File: config.mk
export PLATFORM = sky130hd
export DESIGN_NAME = cla_pipelined_adder_flat
export DESIGN_NICKNAME = d
export VERILOG_FILES = /design/src/rtl/cla_pipelined_adder_if.sv /design/src/rtl/cla_pipelined_adder.sv /design/src/flat_wrapper.sv
export SDC_FILE = /design/constraint.sdc
export NUM_CORES = 1
export LEC_CHECK = 0
export BUFFER_PORTS_ARGS = -buffer_cell sky130_fd_sc_hd__clkbuf_2
export CAP_MARGIN = 20
export CELL_PAD_IN_SITES_DETAIL_PLACEMENT = 0
export CELL_PAD_IN_SITES_GLOBAL_PLACEMENT = 2
export CORE_MARGIN = 5
export CORE_UTILIZATION = 24
export CTS_CLUSTER_SIZE = 24
export DETAILED_ROUTE_END_ITERATION = 10
export GPL_TIMING_DRIVEN = 0
export PLACE_DENSITY = 0.69
export SLEW_MARGIN = 20
export SYNTH_ARGS = -nofsm -noshare
export SYNTH_HDL_FRONTEND = slang
export SYNTH_SLANG_ARGS = --single-unit
File: constraint.sdc
create_clock -name clk -period 1.39 [get_ports clk]
set_input_delay 0.2085 -clock clk [delete_from_list [all_inputs] [get_ports clk]]
set_output_delay 0.2085 -clock clk [all_outputs]
set_load 0.005 [all_outputs]
File: src/rtl/cla_pipelined_adder_if.sv
// Operand/result handshake bundle for cla_pipelined_adder.
// The sat signal exists only when CLA_PIPE_SATURATE_EN is defined.
interface cla_pipelined_adder_if #(
  parameter int WIDTH = 16
);
  logic             in_valid;
  logic             in_ready;
  logic [WIDTH-1:0] a;
  logic [WIDTH-1:0] b;
  logic             c_in;
  logic             sub;
`ifdef CLA_PIPE_SATURATE_EN
  logic             sat;
`endif
  logic             out_valid;
  logic             out_ready;
  logic [WIDTH-1:0] sum;
  logic             c_out;
  logic             P;
  logic             G;
  logic             ovf;

  modport master (
`ifdef CLA_PIPE_SATURATE_EN
    output sat,
`endif
    output in_valid, a, b, c_in, sub, out_ready,
    input  in_ready, out_valid, sum, c_out, P, G, ovf
  );

  modport slave (
`ifdef CLA_PIPE_SATURATE_EN
    input  sat,
`endif
    input  in_valid, a, b, c_in, sub, out_ready,
    output in_ready, out_valid, sum, c_out, P, G, ovf
  );
endinterface

File: src/rtl/cla_pipelined_adder.sv
// Pipelined carry-lookahead adder/subtractor, one 4-bit lookahead group per stage.
// Optional signed saturation is enabled by defining CLA_PIPE_SATURATE_EN.
module cla_pipelined_adder #(
  parameter int WIDTH = 16,
  parameter int NGRP  = WIDTH / 4
) (
  input  logic                   clk,
  input  logic                   rst,
  cla_pipelined_adder_if.slave   io
);

  typedef struct packed {
    logic [3:0] s;
    logic       c3;
    logic       c4;
    logic       p;
    logic       g;
  } grp_t;

  function automatic grp_t cla4(input logic [3:0] x, input logic [3:0] y, input logic ci);
    logic [3:0] p, g;
    logic [3:0] c;
    grp_t       r;
    p    = x ^ y;
    g    = x & y;
    c[0] = ci;
    c[1] = g[0] | (p[0] & ci);
    c[2] = g[1] | (p[1] & g[0]) | (p[1] & p[0] & ci);
    c[3] = g[2] | (p[2] & g[1]) | (p[2] & p[1] & g[0]) | (p[2] & p[1] & p[0] & ci);
    r.g  = g[3] | (p[3] & g[2]) | (p[3] & p[2] & g[1]) | (p[3] & p[2] & p[1] & g[0]);
    r.p  = &p;
    r.c4 = r.g | (r.p & ci);
    r.c3 = c[3];
    r.s  = p ^ c;
    return r;
  endfunction

  // Stage 0 is the operand register; stage k (1..NGRP) holds results through group k-1.
  logic [NGRP:0]                 vld_pipe_q, vld_pipe_d;
  logic [NGRP-1:0][WIDTH-1:0]    a_q, a_d;
  logic [NGRP-1:0][WIDTH-1:0]    b_q, b_d;
  logic [NGRP:0][WIDTH-1:0]      sum_q, sum_d;
  logic [NGRP:0]                 c_q, c_d;
  logic [NGRP:0]                 pacc_q, pacc_d;
  logic [NGRP:0]                 gacc_q, gacc_d;
  logic                          cmsb_q, cmsb_d;
`ifdef CLA_PIPE_SATURATE_EN
  logic [NGRP-1:0]               sat_q, sat_d;
`endif

  logic stall;
  grp_t grp;

  assign stall = vld_pipe_q[NGRP] & ~io.out_ready;

  always_comb begin
    vld_pipe_d = vld_pipe_q;
    a_d        = a_q;
    b_d        = b_q;
    sum_d      = sum_q;
    c_d        = c_q;
    pacc_d     = pacc_q;
    gacc_d     = gacc_q;
    cmsb_d     = cmsb_q;
`ifdef CLA_PIPE_SATURATE_EN
    sat_d      = sat_q;
`endif
    grp        = '0;
    if (!stall) begin
      vld_pipe_d = {vld_pipe_q[NGRP-1:0], io.in_valid};
      a_d[0]     = io.a;
      b_d[0]     = io.sub ? ~io.b : io.b;
      c_d[0]     = io.sub | io.c_in;
      sum_d[0]   = '0;
      pacc_d[0]  = 1'b1;
      gacc_d[0]  = 1'b0;
`ifdef CLA_PIPE_SATURATE_EN
      sat_d[0]   = io.sat;
`endif
      // Operand skew: unconsumed nibbles ride along with their stage.
      for (int k = 1; k < NGRP; k++) begin
        a_d[k] = a_q[k-1];
        b_d[k] = b_q[k-1];
`ifdef CLA_PIPE_SATURATE_EN
        sat_d[k] = sat_q[k-1];
`endif
      end
      for (int k = 1; k <= NGRP; k++) begin
        grp                     = cla4(a_q[k-1][4*(k-1) +: 4], b_q[k-1][4*(k-1) +: 4], c_q[k-1]);
        sum_d[k]                = sum_q[k-1];
        sum_d[k][4*(k-1) +: 4]  = grp.s;
        c_d[k]                  = grp.c4;
        pacc_d[k]               = grp.p & pacc_q[k-1];
        gacc_d[k]               = grp.g | (grp.p & gacc_q[k-1]);
      end
      // grp now holds the MSB group, whose c3 is the carry into the word MSB.
      cmsb_d = grp.c3;
`ifdef CLA_PIPE_SATURATE_EN
      if (sat_q[NGRP-1] && (grp.c3 ^ grp.c4))
        sum_d[NGRP] = a_q[NGRP-1][WIDTH-1] ? {1'b1, {(WIDTH-1){1'b0}}}
                                           : {1'b0, {(WIDTH-1){1'b1}}};
`endif
    end
  end

  always_ff @(posedge clk) begin
    if (rst) begin
      vld_pipe_q <= '0;
      a_q        <= '0;
      b_q        <= '0;
      sum_q      <= '0;
      c_q        <= '0;
      pacc_q     <= '0;
      gacc_q     <= '0;
      cmsb_q     <= 1'b0;
`ifdef CLA_PIPE_SATURATE_EN
      sat_q      <= '0;
`endif
    end else begin
      vld_pipe_q <= vld_pipe_d;
      a_q        <= a_d;
      b_q        <= b_d;
      sum_q      <= sum_d;
      c_q        <= c_d;
      pacc_q     <= pacc_d;
      gacc_q     <= gacc_d;
      cmsb_q     <= cmsb_d;
`ifdef CLA_PIPE_SATURATE_EN
      sat_q      <= sat_d;
`endif
    end
  end

  // Outputs are forced low while rst is high so nothing stale leaks during reset.
  assign io.in_ready  = ~stall & ~rst;
  assign io.out_valid = vld_pipe_q[NGRP] & ~rst;
  assign io.sum       = rst ? '0 : sum_q[NGRP];
  assign io.c_out     = c_q[NGRP] & ~rst;
  assign io.P         = pacc_q[NGRP] & ~rst;
  assign io.G         = gacc_q[NGRP] & ~rst;
  assign io.ovf       = (cmsb_q ^ c_q[NGRP]) & ~rst;

endmodule

File: src/flat_wrapper.sv
// flat-port wrapper written by rule: the top's interface ports become plain ports
module cla_pipelined_adder_flat 
#(
  parameter int WIDTH = 16,
  parameter int NGRP  = WIDTH / 4
)
  (clk, rst, io_in_valid, io_a, io_b, io_c_in, io_sub, io_out_ready, io_in_ready, io_out_valid, io_sum, io_c_out, io_P, io_G, io_ovf);
  cla_pipelined_adder_if #(.WIDTH(WIDTH)) io_i ();
  input  logic clk;
  input  logic rst;
  input wire logic [$bits(io_i.in_valid)-1:0] io_in_valid;
  input wire logic [$bits(io_i.a)-1:0] io_a;
  input wire logic [$bits(io_i.b)-1:0] io_b;
  input wire logic [$bits(io_i.c_in)-1:0] io_c_in;
  input wire logic [$bits(io_i.sub)-1:0] io_sub;
  input wire logic [$bits(io_i.out_ready)-1:0] io_out_ready;
  output wire logic [$bits(io_i.in_ready)-1:0] io_in_ready;
  output wire logic [$bits(io_i.out_valid)-1:0] io_out_valid;
  output wire logic [$bits(io_i.sum)-1:0] io_sum;
  output wire logic [$bits(io_i.c_out)-1:0] io_c_out;
  output wire logic [$bits(io_i.P)-1:0] io_P;
  output wire logic [$bits(io_i.G)-1:0] io_G;
  output wire logic [$bits(io_i.ovf)-1:0] io_ovf;
  assign io_i.in_valid = io_in_valid;
  assign io_i.a = io_a;
  assign io_i.b = io_b;
  assign io_i.c_in = io_c_in;
  assign io_i.sub = io_sub;
  assign io_i.out_ready = io_out_ready;
  assign io_in_ready = io_i.in_ready;
  assign io_out_valid = io_i.out_valid;
  assign io_sum = io_i.sum;
  assign io_c_out = io_i.c_out;
  assign io_P = io_i.P;
  assign io_G = io_i.G;
  assign io_ovf = io_i.ovf;
  cla_pipelined_adder #(.WIDTH(WIDTH), .NGRP(NGRP)) u_core (.clk(clk), .rst(rst), .io(io_i));
endmodule
==> results.txt <==
* Syn avg cell area: 8.53 um^2
- Global route total overflow: 0
* Leakage component of the power: 2.99 nW
* Total Routed Length: 16.9 mm
- Max Clk Rate: 710 MHz
* Post-DRT Antenna Nets: 0
- The biggest area contributor in the post-synthesis netlist is dfxtp_1.
* DP Worst Slack: -0.130 ns
- In this run, synthesis produced a sequential element count of 140.
- Final-layout fill cell count: 2681
- Traced cell by cell, the critical path runs through and2b_4, nor2_4, clkbuf_2.
* Net count after synthesis: 740
* Estimated wirelength of the detail-placed design: 12.3 mm
- In this run the worst hold path is classified as in -> reg.
* Area growth, synth to finish: 29.6%
- The H-tree was split into 4 levels.
- Among all stages on the critical path, the largest delay is contributed by dfxtp_2.
- Cts bufs inserted: 17
- The initialized floorplan defines 57 standard-cell rows.
- Critical path start-end classification: reg -> out
- Root buf cell: clkbuf_16
* Deepest clock path buffer count: 2
* Vias in the first global route: 4839
* Pin slew with the least headroom to its limit: roughly 0.53 ns
* Number of endpoints with negative hold slack in the final report: 0
* Sequential area share after synthesis: between 40% and 50%
- Worst path max stage delay: 0.33 ns
* Number of iterations in the first detailed-routing pass: 5
* Critical Path End Type: output pin
- In this run, the number of DRC markers left after iteration 0 of detailed routing was approximately 210.
- Antenna violations before repair: 0
* Part of the power in registers: between 40 and 50%
- Power Density: 1280 nW/um^2
* Synth Warn #: 0
- Ranked by total cell area, the synthesized netlist is headed by dfxtp_1, nand2_1, a21oi_1.
* Routability Congestion: roughly 0.78
- Crit path max fanout: 3
- Post-route minimum period: 1.41 ns
- Once the floorplan was initialized, standard cells occupied 24.1% of the core.
- Entering global routing, the biggest net connects 17 pins.
* Unrepaired setup endpoints after global routing: yes
- The die covers approximately 27000 um^2.
* Placeable core area: roughly 24000 um^2
- The cell count after synthesis came out at just under 700.
- During I/O placement, the number of pins put on the boundary was 60.
* Final setup violation count: 1
- Combinational fraction of design power: 7.6%
- The clock drives 140 sinks.
* Share of the cycle needed by the critical path after routing: 101%
- Wire length of the first global-routing pass: 27.1 mm
- Data on the critical path is required at its endpoint by 1.18 ns.
* Insertion delay to the later sink of the worst-skew pair: 0.42 ns
- Input/output buffers: 57
- Max-cap violations in this run came to 0.
* Synth top area share: 48.2%
* Run status: finished with violations
* Nature of the critical path startpoint: flop
- Sw Share: 23.2%
- Synthesis instantiated 43 different standard cells from the library.
- At the end of the flow the core is filled with cells to between 30 and 40%.
- Gr usage total: 12.4%
- CP arrival: around 1.2 ns
- Among cell families on the critical path, the largest total delay comes from flip-flops.
* Final Max Slew Viols: 0
- After clock tree synthesis, the clock-pin slew on the worst setup and hold paths is 0.06 ns.
- Per-cell via count in the routed design: approximately 4.3
* DRC violations left: 0
- Relative contribution of the clock network to total power: 47.5%
- The die is between 150 and 200 um tall.
- Count of buffering cells on the critical path with inverters included: 1
* Clock tree from TritonCTS: built
- Antenna Cells: 0
- The final layout contains 825 nets.
- IR drop worst, VDD: roughly 0.76 mV
* Routed via count: 4773
- Cell-internal power: 7.41 mW
- Summing every instance area after synthesis gives between 5000 and 6000 um^2.
- Fraction of layout instances using a drive strength above 1: 26.2%
- In this run the horizontal extent of the chip is 166 um.
- The analysis attributes to net switching a power of 2.24 mW.
- Violated checks: negative setup slack
* Largest clock skew in the final design: ~0.0090 ns
- In the post-route analysis, the smallest setup slack over all paths is -0.0180 ns.
- After detailed routing, the average wire length per cell comes to 15.3 um.
- Headroom to the max-slew limit came out at 64.5%.
==> through the flow <==
step | setup TNS [ns] | hold slack (ns) | cell area (um^2) | power (mW) | instances
after floorplan | 0 | 0.349 | 5820 | 4.82 | 682
after global placement | -1.71 | 0.441 | 6510 | 5.06 | 1063
after detailed placement | -1.66 | 0.440 | 6510 | 5.07 | 1063
after CTS | -0.107 | 0.000119 | 7350 | 9.74 | 1103
after global routing | -0.184 | 0.0181 | 7530 | 10.1 | 1104
final | -0.0180 | 0.0193 | 7530 | 9.66 | 1104
==> kinds of logic after synthesis <==
family	synth area share (%)
compound gates	18.0
mux	0.172
xor+xnor	3.46
simple gates	19.1
fa+ha+maj	4.82
buf+inv	6.30
flops	48.2
==> power by group through the flow <==
stage	combinational, mW	sequential, mW	clock, mW
final	0.733	4.33	4.59
after global routing	0.827	4.36	4.88
after CTS	0.711	4.33	4.70
after detailed placement	0.660	4.41	0
after global placement	0.663	4.40	0
after floorplan	0.452	4.37	0
==> synth_stat cells (all sizes together) <==
| cell type | n |
|---|---|
| nor4 | 2 |
| nand2b | 1 |
| a41oi | 2 |
| or4 | 3 |
| fa | 4 |
| nor3 | 4 |
| a21o | 6 |
| xnor2 | 21 |
| a211oi | 24 |
| a221o | 1 |
| and2b | 1 |
| buf | 46 |
| o22a | 12 |
| a22oi | 2 |
| nor2b | 20 |
| inv | 16 |
| ha | 16 |
| nand3 | 8 |
| xor2 | 2 |
| nand4 | 6 |
| nor2 | 30 |
| clkbuf | 4 |
| o211ai | 2 |
| nand2 | 177 |
| a2bb2oi | 2 |
| a31oi | 3 |
| a31o | 1 |
| dfxtp | 140 |
| o21ai | 11 |
| nor4b | 1 |
| and3 | 2 |
| o211a | 1 |
| and4 | 2 |
| a21oi | 107 |
| o21bai | 1 |
| mux2i | 1 |
==> what timing repair did <==
| action | in CTS | in global routing |
|---|---|---|
| endpoints found under the hold margin | 5 | 0 |
| buffers inserted | 4 | 2 |
| pin swaps | 4 | 16 |
| hold buffers | 5 | 0 |
| gates resized for setup | 39 | 60 |
| setup endpoints to repair | 21 | 115 |
==> state kept, by name, indices dropped and copies added (netlist names) <==
name and flops:
u_core.b_q 40, u_core.gacc_q 4, u_core.cmsb_q 1, u_core.vld_pipe_q 5
u_core.a_q 40, u_core.pacc_q 5, u_core.sum_q 40, u_core.c_q 5
==> worst min-delay path: cells and delay by family <==
| kind | cells | cell delay [ns] |
|---|---|---|
| AOI/OAI and AO/OA | 1 | 0.06 |
| buffers and inverters | 1 | 0.08 |
| and+or+nand+nor | 1 | 0.05 |
==> placed cells by master (no fill, tap or decap), types with 7 or more instances in the layout <==
master and n:
nand2_1 177, dfxtp_1 115, a21oi_1 98, clkbuf_2 57
nor2_1 29, buf_4 23, a211oi_1 22, dfxtp_2 22
buf_2 19, xnor2_1 19, nor2b_1 18, clkbuf_16 17
inv_1 16, ha_4 14, o22a_1 12, a21oi_2 9
nand3_1 8, buf_6 7
==> metal layers <==
metal  up-vias  track usage (%)  part of all wire, %  wire, um
met2        71             19.2                   45      7520
met4         0             3.66                  1.5       256
met1      2210             17.3                   51      8600
met5         -                0                    0         0
li1       2471                -                    -         -
met3        21             2.69                  2.9       497
==> path summary, 6_finish.rpt <==
check	from	endpoint	slack (ns)	cells after the start
worst max-delay path	u_core.vld_pipe_q[4]	io_in_ready	-0.02	3
worst max register to register	u_core.b_q[40]	u_core.sum_q[58]	0.01	5
worst min-delay path	io_a[0]	u_core.a_q[0]	0.02	3
worst min register to register	u_core.pacc_q[4]	u_core.pacc_q[4]	0.44	2
==> cell type report <==
type / instances / area [um^2] / area share (%)
multi-input combinational: 476 / 2900 / 38.5
sequential: 140 / 2840 / 37.7
clock buffer: 20 / 447 / 5.93
tap: 324 / 405 / 5.38
timing repair buffer: 68 / 380 / 5.05
buffer: 48 / 352 / 4.67
clock inverter: 12 / 145 / 1.93
inverter: 16 / 60.1 / 0.797
Power figures use the tool's default switching activity.
